### config.mk
export PLATFORM = sky130hd
export DESIGN_NAME = serial_byte_tx
export DESIGN_NICKNAME = d
export VERILOG_FILES = /design/src/rtl/serial_byte_tx.sv
export SDC_FILE = /design/constraint.sdc
export NUM_CORES = 1
export LEC_CHECK = 0
export BUFFER_PORTS_ARGS = -buffer_cell sky130_fd_sc_hd__buf_2
export CORE_UTILIZATION = 42
export CTS_BUF_LIST = sky130_fd_sc_hd__clkbuf_16
export DETAILED_ROUTE_END_ITERATION = 10
export PLACE_DENSITY_LB_ADDON = 0.1
export SYNTH_ARGS = -nofsm -noshare
export SYNTH_HDL_FRONTEND = slang
export SYNTH_SLANG_ARGS = --single-unit
### constraint.sdc
create_clock -name CLK -period 2.3 [get_ports CLK]
set_clock_uncertainty 0.2 [all_clocks]
set_input_delay 0.345 -clock CLK [delete_from_list [all_inputs] [get_ports CLK]]
set_output_delay 0.345 -clock CLK [all_outputs]
set_load 0.02 [all_outputs]
### src/rtl/serial_byte_tx.sv
// UART-style transmitter: pulls one byte at a time from the upstream FIFO and
// shifts it out LSB-first as start, data, optional parity and stop bits.
module serial_byte_tx #(
  parameter int DATA_WIDTH   = 8,
  parameter int CLKS_PER_BIT = 868,
  parameter int PARITY       = 0,
  parameter int STOP_BITS    = 1
) (
  input  logic                  CLK,
  input  logic                  RST,
  input  logic                  EMPTY_N,
  input  logic [DATA_WIDTH-1:0] D_IN,
  output logic                  DEQ,
  output logic                  TXD,
  output logic                  BUSY
);

  localparam int CNT_W = $clog2(CLKS_PER_BIT);
  localparam int IDX_W = $clog2(DATA_WIDTH + 1);
  localparam logic [CNT_W-1:0] CNT_MAX   = CNT_W'(CLKS_PER_BIT - 1);
  localparam logic [IDX_W-1:0] LAST_DATA = IDX_W'(DATA_WIDTH - 1);
  localparam logic [IDX_W-1:0] LAST_STOP = IDX_W'(STOP_BITS - 1);

  typedef enum logic [2:0] {
    S_IDLE,
    S_START,
    S_DATA,
    S_PARITY,
    S_STOP
  } state_t;

  state_t                state, state_next;
  logic [CNT_W-1:0]      bit_cnt, bit_cnt_next;
  logic [IDX_W-1:0]      bit_idx, bit_idx_next;
  logic [DATA_WIDTH-1:0] shift, shift_next;
  logic                  parity_bit, parity_next;
  logic                  txd_q, txd_next;
  logic                  busy_q;
  logic                  deq_req;

  // Every register's next value is decided here; TXD is computed one cycle
  // ahead so the line itself comes straight from a flop.
  always_comb begin
    state_next   = state;
    bit_cnt_next = bit_cnt;
    bit_idx_next = bit_idx;
    shift_next   = shift;
    parity_next  = parity_bit;
    txd_next     = txd_q;
    deq_req      = 1'b0;

    case (state)
      S_IDLE: begin
        txd_next = 1'b1;
        if (EMPTY_N) begin
          deq_req      = 1'b1;
          state_next   = S_START;
          bit_cnt_next = CNT_MAX;
          shift_next   = D_IN;
          parity_next  = (PARITY == 1) ? ~^D_IN : ^D_IN;
          txd_next     = 1'b0;
        end
      end
      S_START: begin
        if (bit_cnt == '0) begin
          state_next   = S_DATA;
          bit_cnt_next = CNT_MAX;
          bit_idx_next = '0;
          txd_next     = shift[0];
        end else begin
          bit_cnt_next = bit_cnt - 1'b1;
        end
      end
      S_DATA: begin
        if (bit_cnt == '0) begin
          bit_cnt_next = CNT_MAX;
          if (bit_idx == LAST_DATA) begin
            bit_idx_next = '0;
            if (PARITY != 0) begin
              state_next = S_PARITY;
              txd_next   = parity_bit;
            end else begin
              state_next = S_STOP;
              txd_next   = 1'b1;
            end
          end else begin
            bit_idx_next = bit_idx + 1'b1;
            shift_next   = {1'b0, shift[DATA_WIDTH-1:1]};
            txd_next     = shift[1];
          end
        end else begin
          bit_cnt_next = bit_cnt - 1'b1;
        end
      end
      S_PARITY: begin
        if (bit_cnt == '0) begin
          state_next   = S_STOP;
          bit_cnt_next = CNT_MAX;
          bit_idx_next = '0;
          txd_next     = 1'b1;
        end else begin
          bit_cnt_next = bit_cnt - 1'b1;
        end
      end
      S_STOP: begin
        txd_next = 1'b1;
        if (bit_cnt == '0) begin
          bit_cnt_next = CNT_MAX;
          if (bit_idx == LAST_STOP) begin
            state_next   = S_IDLE;
            bit_idx_next = '0;
          end else begin
            bit_idx_next = bit_idx + 1'b1;
          end
        end else begin
          bit_cnt_next = bit_cnt - 1'b1;
        end
      end
      default: begin
        state_next = S_IDLE;
        txd_next   = 1'b1;
      end
    endcase
  end

  // Reset drops any partial frame and returns the line to idle-high.
  always_ff @(posedge CLK) begin
    if (RST) begin
      state      <= S_IDLE;
      bit_cnt    <= '0;
      bit_idx    <= '0;
      shift      <= '0;
      parity_bit <= 1'b0;
      txd_q      <= 1'b1;
      busy_q     <= 1'b0;
    end else begin
      state      <= state_next;
      bit_cnt    <= bit_cnt_next;
      bit_idx    <= bit_idx_next;
      shift      <= shift_next;
      parity_bit <= parity_next;
      txd_q      <= txd_next;
      busy_q     <= (state_next != S_IDLE);
    end
  end

  assign DEQ  = deq_req && !RST;
  assign TXD  = txd_q;
  assign BUSY = busy_q;

endmodule

# [After elaboration in Yosys (flattened, before gate mapping)]
# Cells that the tools add are included.
[word_totals] reg_bits=27 output_inout_bits=3 wordCells=64
[classes] n_addsub=2 eq_ne=12 mux=29 reduce_logical=15
[op_table] cell="$mux W8" count=3
[op_table] cell="$mux W3" count=7
[op_table] cell="$mux W10" count=2
[op_table] cell="$mux W4" count=5
[op_table] cell="$pmux W10 S2" count=1
[op_table] cell="$pmux W8 S2" count=1
[op_table] cell="$pmux W3 S5" count=1
[op_table] cell="$ne A2 B2 Y1 const B" count=6
[op_table] cell="$pmux W4 S3" count=1
[op_table] cell="$logic_not A10 Y1" count=1
[op_table] cell="$sub A10 B1 Y10 const B" count=1
[op_table] cell="$reduce_and A4 Y1" count=2
[op_table] cell="$mux W1" count=7
[op_table] cell="$eq A3 B2 Y1 const B" count=2
[op_table] cell="$reduce_bool A3 Y1" count=2
[op_table] cell="$add A4 B1 Y4 const B" count=1
[op_table] cell="$eq A4 B3 Y1 const B" count=1
[op_table] cell="$logic_not A4 Y1" count=1
[op_table] cell="$pmux W1 S4" count=1
[op_table] cell="$reduce_bool A2 Y1" count=2
[op_table] cell="$reduce_or A4 Y1" count=1
[op_table] cell="$eq A3 B1 Y1 const B" count=1
[op_table] cell="$eq A3 B3 Y1 const B" count=1
[op_table] cell="$logic_not A3 Y1" count=1
[op_table] cell="6 further kinds" count=6

# [Logic depth before layout (Yosys ltp)]
[depth] word_depth=5 depth_mapped=7 ltp_nobuf=7

# [Worst setup path after synthesis]
# OpenSTA, ideal clock, no wires.
[synth_path] kind="reg-to-reg" startpoint="reg bit_idx[0]" endpoint="reg bit_idx[2]" setup_time_ns=0.114 arrival_ns=1.549 required_ns=1.986 setup_slack_ns=0.437 stages_incl_launch_ff=8 period_less_slack_ns=1.863 cell_sequence="dfxtp_1 -> inv_1 -> ha_1 -> nor3b_1 -> nor4_2 -> o31ai_2 -> o22ai_1 -> a21o_1"
[synth_between] elab_chain_len=4 elab_cells_between_ends=8 cone_classes="add/sub: 1; eq/ne: 1; mux: 5; reduce/logical: 1"
[synth_rtl] element="start, declared" line="34" source="logic [IDX_W-1:0] bit_idx, bit_idx_next;"
[synth_rtl] element="start signal, assigned" line="139" source="bit_idx <= bit_idx_next;"
[synth_rtl] element="$add A4 B1 Y4 (tied with other cells)" line="87, 113"
[synth_rtl] element="$mux W4, on equally long branches" line="109, 77"
[synth_rtl] element="$mux W4, on equally long branches" line="107, 75"
[synth_rtl] element="$pmux W4 S3 (*)" line="52" source="case (state)"
# Every way passes the cells marked *; elsewhere a longest branch is shown, timed or not. The select of a mux whose other input is x is not followed.
# A chain may end at the register's enable or synchronous reset.

# [Final worst setup path]
# Same ends and word-level chain as after synthesis.

==> impl_metrics.toml <==
[detailed_routing]
drt-pass1-iter-count = 4
drc_errors = 0
dr_total_vias = 1243
ant_nets = 0
wl_per_cell_um = 13.4
drt_first_iter_violations = 35
wirelength_mm = 3.00
via_per_inst = 5.52

[final_layout]
multi_input_area_um2 = 873
regArea_um2 = 541
antenna_cells = 0
instances_no_fill = 225
fin_util = 0.501
nNetsFinal = 194
fillers = 354
area_growth_syn_to_layout_pct = 12.8
drive_gt1_frac = 0.218

[grt]
grt_start_max_net_pins = 23
grt_pass1_wl_mm = 4.93
grt_use_total = 0.177
grt-ovfl-total = 0
grt_pass1_vias = 1118
antenna_found_initial = 0

[worst_setup_path]
cp.required_ps = 2260
r2r_slack_ps = 170
cp_max_fo = 5
critical_path_class = "reg -> reg"
path_buf_inv = 1
cp-startpoint = "bit_idx[0]"
r2r_start = "bit_idx[0]"
crit_path_end_kind = "flip-flop"
cp_top_family = "compound AO/OA/AOI/OAI gates"
timing.rr.end = "bit_idx[2]"
path_cells = "inv_1, ha_1, nor3b_1, nor4_2, o31ai_2, o22ai_1, a21o_1"
critPathArrivalTime_ps = 2090
cpPeakStageDelay_ps = 430
cp-endpoint = "bit_idx[2]"
crit_path_start_kind = "flip-flop"
worstSetupPathDepth = 7
reg2reg_depth = 7
slowest_stage = "o31ai_2"

[logic_synthesis]
yosys.area.top_type_share = 0.362
synth_edf_count = 0
async_flop_share = 0
synthTopCellsByCount = "dfxtp_1, nor2_1, nor3_1, nand2_1, inv_1"
netlist-cell-type-count = 55
seq_area_frac_synth = 0.362
syn-num-nets = 179
yosysWarningCount = 0
syn_avg_cell_area_um2 = 9.06
synth.most_common_cell = "dfxtp_1"
ys_ff_latch = 27
synthFlopType = "dfxtp_1"
synth.area.top_cells = "dfxtp_1, mux2i_1, nor2_1"
synth_area_um2 = 1500
yosysTopAreaCell = "dfxtp_1"
synth_cells = 165

[place]
dp_cells = 221
gp_congestion = 0.831
io_buffers = 13
dp_hpwl_mm = 2.24

[sta]
rsz0062_at_grt = "no"
period_needed_ps = 2130
finalMaxSlewViolations = 0
finalHoldViolCount = 0
timing.fmax_ghz = 0.470
max_slew.worst_pin.slew_ps = 549
period_share = 0.925
slew_headroom = 0.633
final.setup.tns_ps = 0
setup_viol = 0

[outcome]
status = "completed"

[floorplan]
fp.dieArea_um2 = 3800
start_util = 0.445
core_um2 = 3360
die_x_um = 61.7
ios = 14
num_rows = 21
die_y_um = 61.7

[clock_tree]
post_cts_buffers = 0
cts_hold_buffers = 0
clk_pin_slew_ps = 70
cts_resized = 0
clk_path_buf_depth = 2
clock_latency_ps = 260
cts-root-buf = "clkbuf_16"
tritoncts = "yes"
cts_sinks = 27
cts_max_level = 1
numCtsBuffers = 3

[pwr]
p_leak_uw = 0.000625
ir_worst_vdd_mv = 0.297
power_density_nw_per_um2 = 758

[run]
cap_violations = 0

[worst_hold_path]
min_path_type = "in -> reg"
hold_depth = 3
[report_power, final]
group / internal, uW / total, uW / switching (uW)
registers: 519 / 574 / 55.2
clock network: 237 / 409 / 173
logic: 133 / 295 / 162
total: 889 / 1280 / 390
[flip-flops by register name (all words and copies together) (netlist names)]
register,cells
BUSY,1
TXD,1
bit_cnt,10
bit_idx,4
shift,8
state,3
[cell usage in the layout (no fill, tap or decap), types with 4 or more instances in the layout]
master | netlist | layout
nor2_1 | 18 | 18
buf_4 | 3 | 5
inv_1 | 8 | 8
nand2_1 | 9 | 9
o21ai_0 | 5 | 5
nor3_1 | 11 | 11
nor4_1 | 4 | 4
a211oi_1 | 6 | 6
mux2i_1 | 7 | 7
buf_2 | 2 | 13
a21oi_1 | 6 | 6
dfxtp_1 | 27 | 27
[kinds of logic after synthesis]
| family | synth area share |
|---|---|
| muxes | 0.0469 |
| and+or+nand+nor | 0.274 |
| AOI/OAI and AO/OA | 0.203 |
| adders and majority gates | 0.0251 |
| xor gates and xnor gates | 0.0352 |
| DFF | 0.362 |
| buffers and inverters | 0.0544 |
[layer usage]
| layer | up-vias | global-route usage | wire (um) |
|---|---|---|---|
| li1 | 632 | - | - |
| met1 | 580 | 0.218 | 1410 |
| met2 | 26 | 0.306 | 1460 |
| met3 | 5 | 0.0273 | 84 |
| met4 | 0 | 0.0762 | 48 |
| met5 | - | 0 | 0 |
[per-stage QoR]
stage,total power (uW),area (um2),worst slack [ps],hold WS (ps)
2_1_floorplan,816,1500,437,250
3_3_place_gp,876,1600,210,259
3_5_place_dp,883,1600,187,272
4_1_cts,1290,1690,188,120
5_1_grt,1360,1690,62.5,120
6_report,1280,1690,172,122
[worst min-delay path, delay by kind of cell]
kind	cells	cell delay [ps]
buf+inv	1	100
compound gates	1	50
simple gates	1	40
[cell type report]
cell class / instances / area share
inverter: 8 / 0.0178
timing repair buffer: 18 / 0.0608
tap: 46 / 0.0341
sequential: 27 / 0.320
multi-input combinational: 122 / 0.518
clock buffer: 3 / 0.0445
clock inverter: 1 / 0.00445
[worst min-delay path by stage]
stage / startpoint / end / slack (ps)
finish: D_IN[7] / shift[7] / 120
CTS: D_IN[7] / shift[7] / 120
global route: D_IN[7] / shift[7] / 120
global placement: shift[7] / shift[7] / 260
detailed placement: shift[7] / shift[7] / 270
floorplan: shift[7] / shift[7] / 250
No activity file was read; power rests on OpenSTA's default activity.
